==> config.mk <==
export PLATFORM = sky130hd
export DESIGN_NAME = debounce_multi
export DESIGN_NICKNAME = d
export VERILOG_FILES = /design/src/rtl/debounce_multi.sv
export SDC_FILE = /design/constraint.sdc
export NUM_CORES = 1
export LEC_CHECK = 0
export BUFFER_PORTS_ARGS = -buffer_cell sky130_fd_sc_hd__buf_4
export CELL_PAD_IN_SITES_DETAIL_PLACEMENT = 1
export CELL_PAD_IN_SITES_GLOBAL_PLACEMENT = 2
export CORE_MARGIN = 4
export CORE_UTILIZATION = 40
export DETAILED_ROUTE_END_ITERATION = 7
export PLACE_DENSITY = 0.87
export SLEW_MARGIN = 20
export SYNTH_ARGS = -nofsm -noshare
export SYNTH_HDL_FRONTEND = slang
export SYNTH_SLANG_ARGS = --single-unit
==> constraint.sdc <==
create_clock -name i_clk -period 8.1 [get_ports i_clk]
set_clock_uncertainty 0.1 [all_clocks]
set_input_delay 2.025 -clock i_clk [delete_from_list [all_inputs] [get_ports i_clk]]
set_output_delay 2.025 -clock i_clk [all_outputs]
set_load 0.03 [all_outputs]
==> src/rtl/debounce_multi.sv <==
// debounce_multi: N-channel button/switch debouncer with press, release
// and long-press/auto-repeat pulses, all timed by one shared prescaler.
//
// Parameters:
//   N_CH         number of independent channels
//   TICK_DIV     clock cycles per time-base tick (>= 2)
//   DB_TICKS     ticks of steady disagreement needed to accept a level
//   HOLD_TICKS   ticks held high before the first o_hold pulse
//   REPEAT_EN    1: o_hold repeats while held, 0: one pulse per press
//   REPEAT_TICKS ticks between auto-repeat pulses
// Ports:
//   i_clk        clock, rising edge
//   i_rst        asynchronous active-high reset
//   i_input      raw asynchronous inputs
//   o_debounce   debounced level per channel
//   o_rise       1-cycle pulse on debounced 0->1
//   o_fall       1-cycle pulse on debounced 1->0
//   o_hold       1-cycle long-press / auto-repeat pulse
module debounce_multi #(
  parameter int N_CH         = 5,
  parameter int TICK_DIV     = 100_000,
  parameter int DB_TICKS     = 20,
  parameter int HOLD_TICKS   = 500,
  parameter int REPEAT_EN    = 1,
  parameter int REPEAT_TICKS = 100
) (
  input  logic            i_clk,
  input  logic            i_rst,
  input  logic [N_CH-1:0] i_input,
  output logic [N_CH-1:0] o_debounce,
  output logic [N_CH-1:0] o_rise,
  output logic [N_CH-1:0] o_fall,
  output logic [N_CH-1:0] o_hold
);

  localparam int PW   = (TICK_DIV > 1) ? $clog2(TICK_DIV) : 1;
  localparam int DW   = (DB_TICKS > 0) ? $clog2(DB_TICKS + 1) : 1;
  localparam int HMAX = (HOLD_TICKS > REPEAT_TICKS) ? HOLD_TICKS
                                                    : REPEAT_TICKS;
  localparam int HW   = $clog2(HMAX + 1);

  localparam logic [PW-1:0] PRE_LAST  = PW'(TICK_DIV - 1);
  localparam logic [DW-1:0] DB_LAST   = DW'(DB_TICKS - 1);
  localparam logic [HW-1:0] HOLD_LAST = HW'(HOLD_TICKS - 1);
  localparam logic [HW-1:0] REP_LAST  = HW'(REPEAT_TICKS - 1);

  typedef enum logic [1:0] {
    ST_IDLE   = 2'd0,
    ST_WAIT   = 2'd1,
    ST_REPEAT = 2'd2
  } state_t;

  logic [PW-1:0] r_pre;
  logic          w_tick;

  assign w_tick = (r_pre == PRE_LAST);

  always_ff @(posedge i_clk or posedge i_rst) begin
    if (i_rst) begin
      r_pre <= '0;
    end else if (w_tick) begin
      r_pre <= '0;
    end else begin
      r_pre <= r_pre + PW'(1);
    end
  end

  for (genvar k = 0; k < N_CH; k++) begin : g_ch
    logic          r_s1;
    logic          r_s2;
    logic          r_db;
    logic          r_rise;
    logic          r_fall;
    logic          r_hold;
    logic          r_fired;
    logic [DW-1:0] r_db_cnt;
    logic [HW-1:0] r_hcnt;
    state_t        r_st;
    logic          w_diff;
    logic          w_acc;
    logic          w_rise_ev;
    logic          w_fall_ev;

    assign w_diff    = r_s2 ^ r_db;
    assign w_acc     = w_diff & w_tick & (r_db_cnt == DB_LAST);
    assign w_rise_ev = w_acc & r_s2;
    assign w_fall_ev = w_acc & ~r_s2;

    // Synchroniser and debounce window; agreement clears the
    // count on any cycle, so short glitches restart the window.
    always_ff @(posedge i_clk or posedge i_rst) begin
      if (i_rst) begin
        r_s1     <= 1'b0;
        r_s2     <= 1'b0;
        r_db     <= 1'b0;
        r_rise   <= 1'b0;
        r_fall   <= 1'b0;
        r_db_cnt <= '0;
      end else begin
        r_s1   <= i_input[k];
        r_s2   <= r_s1;
        r_rise <= w_rise_ev;
        r_fall <= w_fall_ev;
        if (!w_diff) begin
          r_db_cnt <= '0;
        end else if (w_tick) begin
          if (r_db_cnt == DB_LAST) begin
            r_db     <= r_s2;
            r_db_cnt <= '0;
          end else begin
            r_db_cnt <= r_db_cnt + DW'(1);
          end
        end
      end
    end

    // Long-press FSM. A fall overrides everything, so a release
    // on the expiry tick never emits o_hold. r_fired freezes the
    // single-shot case in WAIT after its one pulse.
    always_ff @(posedge i_clk or posedge i_rst) begin
      if (i_rst) begin
        r_st    <= ST_IDLE;
        r_hcnt  <= '0;
        r_hold  <= 1'b0;
        r_fired <= 1'b0;
      end else begin
        r_hold <= 1'b0;
        if (w_fall_ev) begin
          r_st    <= ST_IDLE;
          r_hcnt  <= '0;
          r_fired <= 1'b0;
        end else begin
          unique case (r_st)
            ST_IDLE: begin
              if (w_rise_ev) begin
                r_st    <= ST_WAIT;
                r_hcnt  <= '0;
                r_fired <= 1'b0;
              end
            end
            ST_WAIT: begin
              if (w_tick && !r_fired) begin
                if (r_hcnt == HOLD_LAST) begin
                  r_hold <= 1'b1;
                  r_hcnt <= '0;
                  if (REPEAT_EN != 0) begin
                    r_st <= ST_REPEAT;
                  end else begin
                    r_fired <= 1'b1;
                  end
                end else begin
                  r_hcnt <= r_hcnt + HW'(1);
                end
              end
            end
            ST_REPEAT: begin
              if (w_tick) begin
                if (r_hcnt == REP_LAST) begin
                  r_hold <= 1'b1;
                  r_hcnt <= '0;
                end else begin
                  r_hcnt <= r_hcnt + HW'(1);
                end
              end
            end
            default: begin
              r_st <= ST_IDLE;
            end
          endcase
        end
      end
    end

    assign o_debounce[k] = r_db;
    assign o_rise[k]     = r_rise;
    assign o_fall[k]     = r_fall;
    assign o_hold[k]     = r_hold;
  end

endmodule
==> impl_metrics.yaml <==
status:
  outcome: "complete, no violations"
worst_setup_path:
  crit_type: "reg -> out"
  reg2reg_from: "r_pre[12]"
  max_stage_delay_ns: 0.43
  crit_path_start_kind: "flop"
  path_cells: "buf_4"
  cp.required_ns: 5.98
  cp-end-kind: "output pin"
  cp_max_fo: 5
  cp_slowest_cell: "dfrtp_1"
  arrival_ns: 1.05
  critPathTopFamily: "flip-flops"
  reg2regPathDepth: 6
  r2r-end: "g_ch[4].r_st[1]"
  regToRegSetupSlack_ns: 5.02
  crit_buf_inv: 1
synthesis:
  synth_compound_area_share_pct: 15.3
  async_reset_ff_share_pct: 100
  avgSynthCellArea_um2: 9.50
  synth_seq_cells: 127
  synth_fp_nets: 793
  netlist_area_um2: 7170
  yosysWarnings: 0
  syn_inst: 755
  synth_xor_area_share_pct: 2.81
  synth_edf_count: 0
  synthMuxAreaShare_pct: 1.29
  synthAdderAreaFrac_pct: 5.41
  ys.flop_type: "dfrtp_1"
  synth_seq_area_share_pct: 44.3
  synth.distinct_cells: 76
  synth_top_family_by_area: "simple AND/OR/NAND/NOR gates"
  synthSimpleGateAreaFrac_pct: 25.6
timing:
  relSlewSlack_pct: 35.4
  period_needed_ns: 3.17
  finalSetupTns_ns: 0
  finalHoldViolCount: 0
  tightest_slew_ns: 0.961
  drv_slew: 0
  setup_viol: 0
  period_share_pct: 39.2
  rsz0062_at_grt: "no"
  fmax_mhz: 315
clock_network:
  insertion_delay_ns: 0.42
  cts_buffers: 17
  postCtsSetupBuffers: 0
  cts_tree: "built"
  root_buffer: "clkbuf_16"
  cts.clk_slew.worst_paths_ns: 0.06
  post_cts_resized: 0
  clk_path_buf_depth: 2
  htree_levels: 4
  clock-sinks: 127
  cts_hold_buffers: 0
placement:
  place_inst: 972
  port_buffers: 26
  place_area_um2: 7440
  hpwl_um: 12100
  gp_congestion: 0.855
power:
  p_leak_nw: 3.41
  power_mw: 1.54
  ir_drop_mv: 0.169
  cellPowerDensity_nw_per_um2: 189
floorplanning:
  initial_core_util_pct: 41.2
  io_pins: 27
  die_area_um2: 20100
  core_area_um2: 17400
  die_w_um: 142
  die_h_um: 142
  rows: 48
routing:
  wl_per_cell_um: 17.4
  dr.pass1.iters: 4
  first_iter_violations: 220
  drt-total-wl_um: 17400
  drc: 0
  num_vias: 5796
  vias_per_cell: 5.77
  antenna_left: 0
layout:
  drive_gt1_share_pct: 12.1
  final_nets: 804
  utilization_pct: 46.6
  area_growth_pct: 13.3
  fin_cells: 1004
  fin_area_um2: 8120
  antenna_cells: 0
min_path:
  hold_path.class: "reg -> reg"
  min_path_cells: 0
  worstHoldStart: "g_ch[2].r_s1"
  hold_end: "g_ch[2].r_s2"
global_routing:
  antenna_found_initial: 0
  grt_max_degree: 75
  gr-total-overflow: 0
  grt_pass1_wl_um: 30300
  grt_usage_pct: 18.5
  grt_pass1_vias: 6165
run:
  cap_violations: 0
==> state kept, by name (all words and copies together) (netlist names), 10 cells and up <==
name	count
g_ch.r_st	10
r_pre	17
g_ch.r_db_cnt	25
g_ch.r_hcnt	45
==> how the worst max path moves through the flow <==
stage,from,end,slack [ns],depth (start not counted)
finish,g_ch[4].r_db,o_debounce[4],4.93,1
global placement,i_rst,g_ch[3].r_hcnt[7],4.45,3
CTS,i_rst,g_ch[4].r_hcnt[4],4.82,3
global route,i_rst,g_ch[4].r_hcnt[5],4.65,3
detailed placement,i_rst,g_ch[4].r_hcnt[4],4.38,3
floorplan,i_rst,g_ch[0].r_db,2.59,1
==> power breakdown <==
group          total [mW]  switching [mW]  internal, mW
clock               0.876           0.292         0.584
sequential          0.640         0.00228         0.637
combinational      0.0198          0.0163       0.00347
==> routing by layer <==
layer,track usage (%),part of all wire (%)
met5,0,0
met3,3.34,2.2
met4,6.92,2.0
met2,31.9,51
met1,23.1,45
==> cells in the final DEF, fill, tap and decap left out, drive strengths merged, types with 3 or more instances in the layout <==
cell type,synthesis,layout
mux2i,7,7
nor2b,19,19
and3,10,10
or3,12,12
xnor2,11,11
bufinv,0,6
o32a,3,3
and4b,4,4
buf,26,30
o21ai,41,41
and2,11,11
inv,38,38
nand4,21,21
or2,10,10
clkinvlp,0,6
nor2,53,53
a31oi,3,3
a21oi,34,34
a221o,7,7
nand3,40,40
dfrtp,127,127
ha,31,31
a22o,8,8
xor2,12,12
a32oi,10,10
nor3,27,27
nand2,79,79
o31ai,13,13
nand4b,5,5
o22ai,8,8
clkbuf,12,18
o41ai,3,3
o32ai,3,3
nor4,7,7
nand2b,6,6
a21boi,3,3
and4,3,3
nand4bb,6,6
nor4bb,7,7
==> synth_stat cells, types with 12 or more instances <==
library cell | n | area [um2]
a21oi_1 | 34 | 170
buf_4 | 21 | 158
dfrtp_1 | 127 | 3180
ha_1 | 31 | 388
inv_1 | 38 | 143
nand2_1 | 79 | 297
nand3_1 | 39 | 195
nand4_1 | 21 | 131
nor2_1 | 53 | 199
nor2b_1 | 19 | 119
nor3_1 | 27 | 135
o21ai_0 | 38 | 190
o31ai_1 | 13 | 97.6
or3_1 | 12 | 75.1
xor2_1 | 12 | 105
==> final cells by class <==
class / instances / area (um2)
fillers: 2006 / 9290
clock buffers: 18 / 439
repair buffers: 30 / 225
well taps: 225 / 282
clock inverters: 14 / 239
multi-input cells: 552 / 3610
inverters: 38 / 145
flip-flops and latches: 127 / 3180
==> kinds of logic (layout without fill, tap and decap cells) <==
kind of cell,count (synthesis),after routing
XOR/XNOR,23,23
flip-flops,127,127
multiplexers,9,9
adder cells (fa/ha/maj),31,31
AO/OA/AOI/OAI,157,157
buffers and inverters,76,100
AND/OR/NAND/NOR,332,332
==> per-stage QoR <==
step	hold slack (ns)	worst slack [ns]
6_report	0.249	4.93
5_1_grt	0.265	4.65
4_1_cts	0.255	4.82
3_5_place_dp	0.242	4.38
3_3_place_gp	0.236	4.45
2_1_floorplan	0.231	2.59
Note: power is estimated with default switching activity, not from simulation.
